### src/rtl/rx_seq_log.sv
// rx_seq_log: RX frame counter and 24-bit sequence checker with a sticky finished flag.
// Define LOG_SATURATE_EN to make countp/okp saturate at all-ones instead of wrapping.
module rx_seq_log #(
   parameter int SEQ_OFFSET = 3,
   parameter int CNT_W      = 32
) (
   input  logic             clk125MHz,
   input  logic             rst,
   input  logic             rx_en,
   input  logic [7:0]       rx_data,
   output logic [CNT_W-1:0] countp,
   output logic [CNT_W-1:0] okp,
   output logic             started,
   output logic             finished,
   output logic             valid
);
   localparam int IW = $clog2(SEQ_OFFSET + 4);
   localparam logic [IW-1:0] OFF = IW'(SEQ_OFFSET);
   localparam logic [IW-1:0] SAT = IW'(SEQ_OFFSET + 3);
   logic [IW-1:0] idx;
   logic [23:0]   seq, last_seq;
   logic          prev_en, skip, first;
   logic          in_seq, accept, seq_ok, seq_back;
   function automatic logic [CNT_W-1:0] inc(input logic [CNT_W-1:0] v);
`ifdef LOG_SATURATE_EN
      return &v ? v : v + 1'b1;
`else
      return v + 1'b1;
`endif
   endfunction
   always_comb begin
      in_seq   = rx_en && !skip && idx >= OFF && idx < SAT;
      accept   = prev_en && !rx_en && idx == SAT && !finished;
      seq_ok   = first || seq == last_seq + 24'd1;
      seq_back = !first && seq <= last_seq;
   end
   // skip holds idx at 0 for a frame already in flight when reset released
   always_ff @(posedge clk125MHz or posedge rst) begin
      if (rst) begin
         idx      <= '0;
         seq      <= '0;
         last_seq <= '0;
         prev_en  <= 1'b0;
         skip     <= 1'b1;
         first    <= 1'b1;
         countp   <= '0;
         okp      <= '0;
         started  <= 1'b0;
         finished <= 1'b0;
         valid    <= 1'b0;
      end else begin
         prev_en <= rx_en;
         skip    <= skip && rx_en;
         idx     <= !rx_en ? '0 : (skip || idx == SAT) ? idx : idx + 1'b1;
         if (in_seq) seq <= {seq[15:0], rx_data};
         valid <= accept;
         if (accept) begin
            countp   <= inc(countp);
            if (seq_ok) okp <= inc(okp);
            if (seq_back) finished <= 1'b1;
            last_seq <= seq;
            started  <= 1'b1;
            first    <= 1'b0;
         end
      end
   end
endmodule

### config.mk
export PLATFORM = sky130hd
export DESIGN_NAME = rx_seq_log
export DESIGN_NICKNAME = d
export VERILOG_FILES = /design/src/rtl/rx_seq_log.sv
export SDC_FILE = /design/constraint.sdc
export NUM_CORES = 1
export LEC_CHECK = 0
export CAP_MARGIN = 20
export CORE_UTILIZATION = 29
export CTS_CLUSTER_DIAMETER = 50
export DETAILED_ROUTE_END_ITERATION = 7
export PLACE_DENSITY = 0.45
export SLEW_MARGIN = 15
export SYNTH_ARGS = -nofsm -noshare
export SYNTH_HDL_FRONTEND = slang
export SYNTH_SLANG_ARGS = --single-unit
### constraint.sdc
create_clock -name clk125MHz -period 5.3 [get_ports clk125MHz]
set_input_delay 1.06 -clock clk125MHz [delete_from_list [all_inputs] [get_ports clk125MHz]]
set_output_delay 1.06 -clock clk125MHz [all_outputs]
set_load 0.02 [all_outputs]
**Yosys cells after proc, flatten, opt, wreduce, memory -nomap -nowiden**

Cells that the tools add are included.
Widths: inputs -> output; s select.

- Reductions and logical operators: 16
- Eq/ne operators: 3
- Order comparisons: 3
- Multiplexer cells: 2
- Add/sub/neg operators: 4

Operators by type and width:

| operator | count |
|---|---|
| $add 32x1->32 const B | 2 |
| $add 24x1->24 const B | 1 |
| $eq 24x24->1 | 1 |
| $le 24x24->1 | 1 |
| $logic_and 1x1->1 | 8 |
| $mux 3 | 2 |
| $logic_not 1->1 | 4 |
| $reduce_and 2->1 | 2 |
| $add 3x1->3 const B | 1 |
| $eq 3x3->1 const B | 1 |
| $ge 3x2->1 const B | 1 |
| $lt 3x3->1 const B | 1 |
| $logic_or 1x1->1 | 2 |
| $ne 2x2->1 const B | 1 |

- Bits of input ports: 11
- Output and inout bits: 67
- Flip-flop bits (word level): 121

**Depth between registers and ports, before layout**

- Depth after elaboration: 5
- Gate-level depth with buffers: 11
- Mapped depth without buffers: 11

**Worst setup path before layout**

No wires, ideal clock.

- Path kind: input -> register
- From: in rx_en
- To: reg countp[27]
- Data arrival time: 2881 ps
- Stages on the path: 10
- Required time: 5171 ps
- Setup time: 129 ps
- Path slack: 2290 ps
- Cells stage by stage: nor2_1 > nand4_1 > inv_1 > nand4_1 > nor2_1 > and3_1 > nand2_1 > nor3_1 > nand3_1 > xnor2_1

- Longest elaborated chain between the ends: 4

RTL lines:

| item | line | RTL |
|---|---|---|
| from (decl) | 9 | `input logic rx_en,` |
| $logic_not 1->1 | -- |  |
| $logic_and 1x1->1 (3 in a row) | 33 | `accept = prev_en && !rx_en && idx == SAT && !finished;` |
| to (signal assigned) | 58 | `countp <= inc(countp);` |
| to (decl) | 11 | `output logic [CNT_W-1:0] countp,` |

Every way passes these cells.
A chain may end at the register's enable or synchronous reset.

**Final worst setup path**

- From: in rx_en
- To: reg okp[31]

- Longest elaborated chain between the ends: 5

RTL lines:

| item | line | RTL |
|---|---|---|
| $logic_not 1->1 | -- |  |
| $logic_and 1x1->1 (3 in a row) | 33 |  |
| $reduce_and 2->1 (no line) | -- |  |
| to (signal assigned) | 59 | `if (seq_ok) okp <= inc(okp);` |
| to (decl) | 12 | `output logic [CNT_W-1:0] okp,` |

Every way passes these cells.

==> results.toml <==
[yosys]
synth_compound_area_frac = 0.0781
synthSimpleGateAreaFrac = 0.193
synth_mux_area_frac = 0.0434
yosys_warnings = 0
synth_top_family_by_area = "simple AND/OR/NAND/NOR gates"
synth-seq-cells = 121
postSynth.asyncResetShare = 1.00
synth-edff-count = 0
synth_nets = 663
synth_xor_area_frac = 0.124
seq_area_frac_synth = 0.471
synth_cells = 622
synthAdderAreaFrac = 0.0584
synth.distinct_cells = 53
synth_ff_type = "dfrtp_1"
avgSynthCellArea_um2 = 10.3
synth_area_um2 = 6430

[global_route]
grt_pass1_vias = 4723
grt_pass1_wl_mm = 25.1
grt_max_degree = 72
overflow = 0
antenna_found_initial = 0
grt_usage = 0.145

[setup_path]
worst-path-buf-inv = 3
crit_path_cell_trace = "clkdlybuf4s50_1 -> nor2_1 -> nand4_1 -> inv_1 -> buf_4 -> nand3_1 -> or3_1 -> nor4b_1 -> xor2_1"
path_max_fanout = 55
slowest_stage = "clkdlybuf4s50_1"
crit_path_start_kind = "input port"
crit_type = "in -> reg"
worstPathRequired_ns = 5.65
worstSetupEndpointType = "register"
cpLargestDelayFamily = "simple AND/OR/NAND/NOR gates"
cp_data_arrival_time_ns = 3.85
critPathMaxStageDelay_ns = 0.50

[timing]
finalCritPeriodShare = 0.660
setup_ws_ns = 1.80
hold_violations = 0
timing.slew.headroom = 0.381
setup_viol = 0
max_freq_mhz = 286
fin_crit_ns = 3.50
worst_pin_slew_ns = 0.929
tns_ns = 0
fin_skew_ns = 0.0110
whs_ns = 0.467
grt_setup_unrepaired = "no"
maxSlewViolCount = 0

[floorplan]
fp.dieW_um = 151
initial_core_util = 0.295
placementRows = 54
core_um2 = 21800
die_h_um = 151
top_level_ports = 78
die-area_um2 = 22800

[placed_design]
placed_area_um2 = 7540
io_buffers = 77
pre_cts_ws_ns = 1.28
gp_congestion = 0.761
dp_hpwl_mm = 10.9

[cts]
cts.clk_slew.worst_paths_ns = 0.06
clk_latency_ns = 0.42
clkSinkCount = 121
root_buffer = "clkbuf_16"
holdBufCountCts = 0
clockBufferDepth = 2
cts_tree = "built"
cts_buffers = 17
htreeDepth = 4
cts.repair.resized = 0
cts_setup_buffers = 0

[power]
power_uw = 3170
p_leak_uw = 0.00362
power.density_nw_per_um2 = 390
vdd_drop_max_mv = 0.215

[drt]
wl_per_cell_um = 15.3
ant_nets = 0
viasPerCell = 4.83
vias = 4831
dr.pass1.iters = 6
drt_iter0_markers = 175
wl_mm = 15.3
drcViolationCount = 1

[status]
status = "finished with violations"
violations = "design-rule violations"

[job]
maxCapViolCount = 0

[layout]
antennaDiodeCount = 0
drive_above_1_share = 0.113
fin_nets = 749
fin_area_um2 = 8130
syn_to_final_growth_pct = 26.5

[min_path]
hp-class = "reg -> reg"
==> worst reg2reg max path, cell delays in order, from the launching register on <==
cell and delay, ns:
dfrtp_1 0.41, inv_1 0.14, nor4_1 0.46, o211ai_1 0.16
nor4_1 0.32, nor4bb_1 0.38, nor2b_1 0.26, a41oi_4 0.34
buf_8 0.29, o41ai_1 0.33, o21ai_1 0.11
==> worst paths after layout <==
check	startpoint	endpoint	slack [ns]	cells past startpoint
max reg2reg	last_seq[10]$_DFFE_PP0P_	okp[13]$_DFFE_PP0P_	1.95	10
min	okp[31]$_DFFE_PP0P_	okp[31]$_DFFE_PP0P_	0.47	1
max in group asynchronous	rst	first$_DFFE_PP1P_	3.20	3
min in group asynchronous	rst	okp[10]$_DFFE_PP0P_	1.21	2
min reg2reg	okp[31]$_DFFE_PP0P_	okp[31]$_DFFE_PP0P_	0.47	1
max	rx_en	okp[31]$_DFFE_PP0P_	1.80	9
==> synth_stat cells (4+ instances only) <==
cell type  instances  area [µm²]
nand4_1           24         150
a31oi_1            5        31.3
nor3b_1            7        52.6
nor2_1            23        86.3
mux2_2            23         259
a211oi_1           5        37.5
nand2_1           58         218
nor3_1            21         105
nor4_2             9         113
a21oi_1           14        70.1
a21o_1             7        52.6
nor4_1             4        25.0
inv_1             36         135
xor2_1            38         333
dfrtp_1          119        2980
ha_1              30         375
buf_2              4        20.0
clkbuf_1           8        30.0
nand3_1           27         135
o21ai_0           36         180
xnor2_1           53         464
and2_1             9        56.3
and3_1            14        87.6
==> registers in the layout (all words and copies together) (netlist names) <==
signal    count
idx           3
started       1
valid         1
first         1
finished      1
seq          24
okp          32
skip          1
last_seq     24
countp       32
prev_en       1
==> metrics by stage <==
step | instances | util
2_1_floorplan | 622 | -
3_3_place_gp | 968 | 0.346
3_5_place_dp | 968 | 0.346
4_1_cts | 999 | 0.373
5_1_grt | 1000 | 0.374
6_report | 1000 | 0.374
==> layer usage <==
metal,GRT usage,part of all wire,up-vias
met4,0.0485,0.012,0
met2,0.234,0.48,79
met3,0.0310,0.034,15
li1,-,-,2356
met1,0.191,0.48,2381
met5,0,0,-
==> cells by family (layout without fill, tap and decap cells) <==
logic type / Yosys count / after routing
adder cells (fa/ha/maj): 30 / 30
multiplexers: 25 / 25
AO/OA/AOI/OAI: 83 / 83
AND/OR/NAND/NOR: 221 / 221
XOR/XNOR: 91 / 91
flip-flops: 121 / 121
buffers and inverters: 51 / 149
==> cell usage in the layout, fill, tap and decap left out, drive strengths merged, types with 4 or more instances in the layout <==
master,count
dfrtp,119
clkdlybuf4s50,77
nand2,59
xnor2,53
o21ai,39
xor2,38
inv,37
ha,30
nand3,27
nand4,24
nor2,23
mux2,23
nor3,22
clkbuf,17
and3,14
a21oi,14
nor4,13
and2,9
nor3b,7
a21o,7
clkinv,6
a31oi,5
a211oi,5
clkinvlp,5
buf,5
nor4b,4
==> final cells by class <==
class / count / area, µm²
clock buffer: 17 / 425
tap: 280 / 350
timing repair buffer: 82 / 828
sequential: 121 / 3030
clock inverter: 14 / 151
fill: 2200 / 13600
inverter: 36 / 138
multi-input combinational: 450 / 3200
==> report_power, final <==
| part | internal (µW) | switching (µW) | total (µW) | leakage (µW) |
|---|---|---|---|---|
| clock network | 690 | 444 | 1130 | 0.000267 |
| logic | 371 | 390 | 761 | 0.00185 |
| registers | 1060 | 219 | 1280 | 0.00150 |
| total | 2120 | 1050 | 3170 | 0.00362 |
Power figures use the tool's default switching activity.
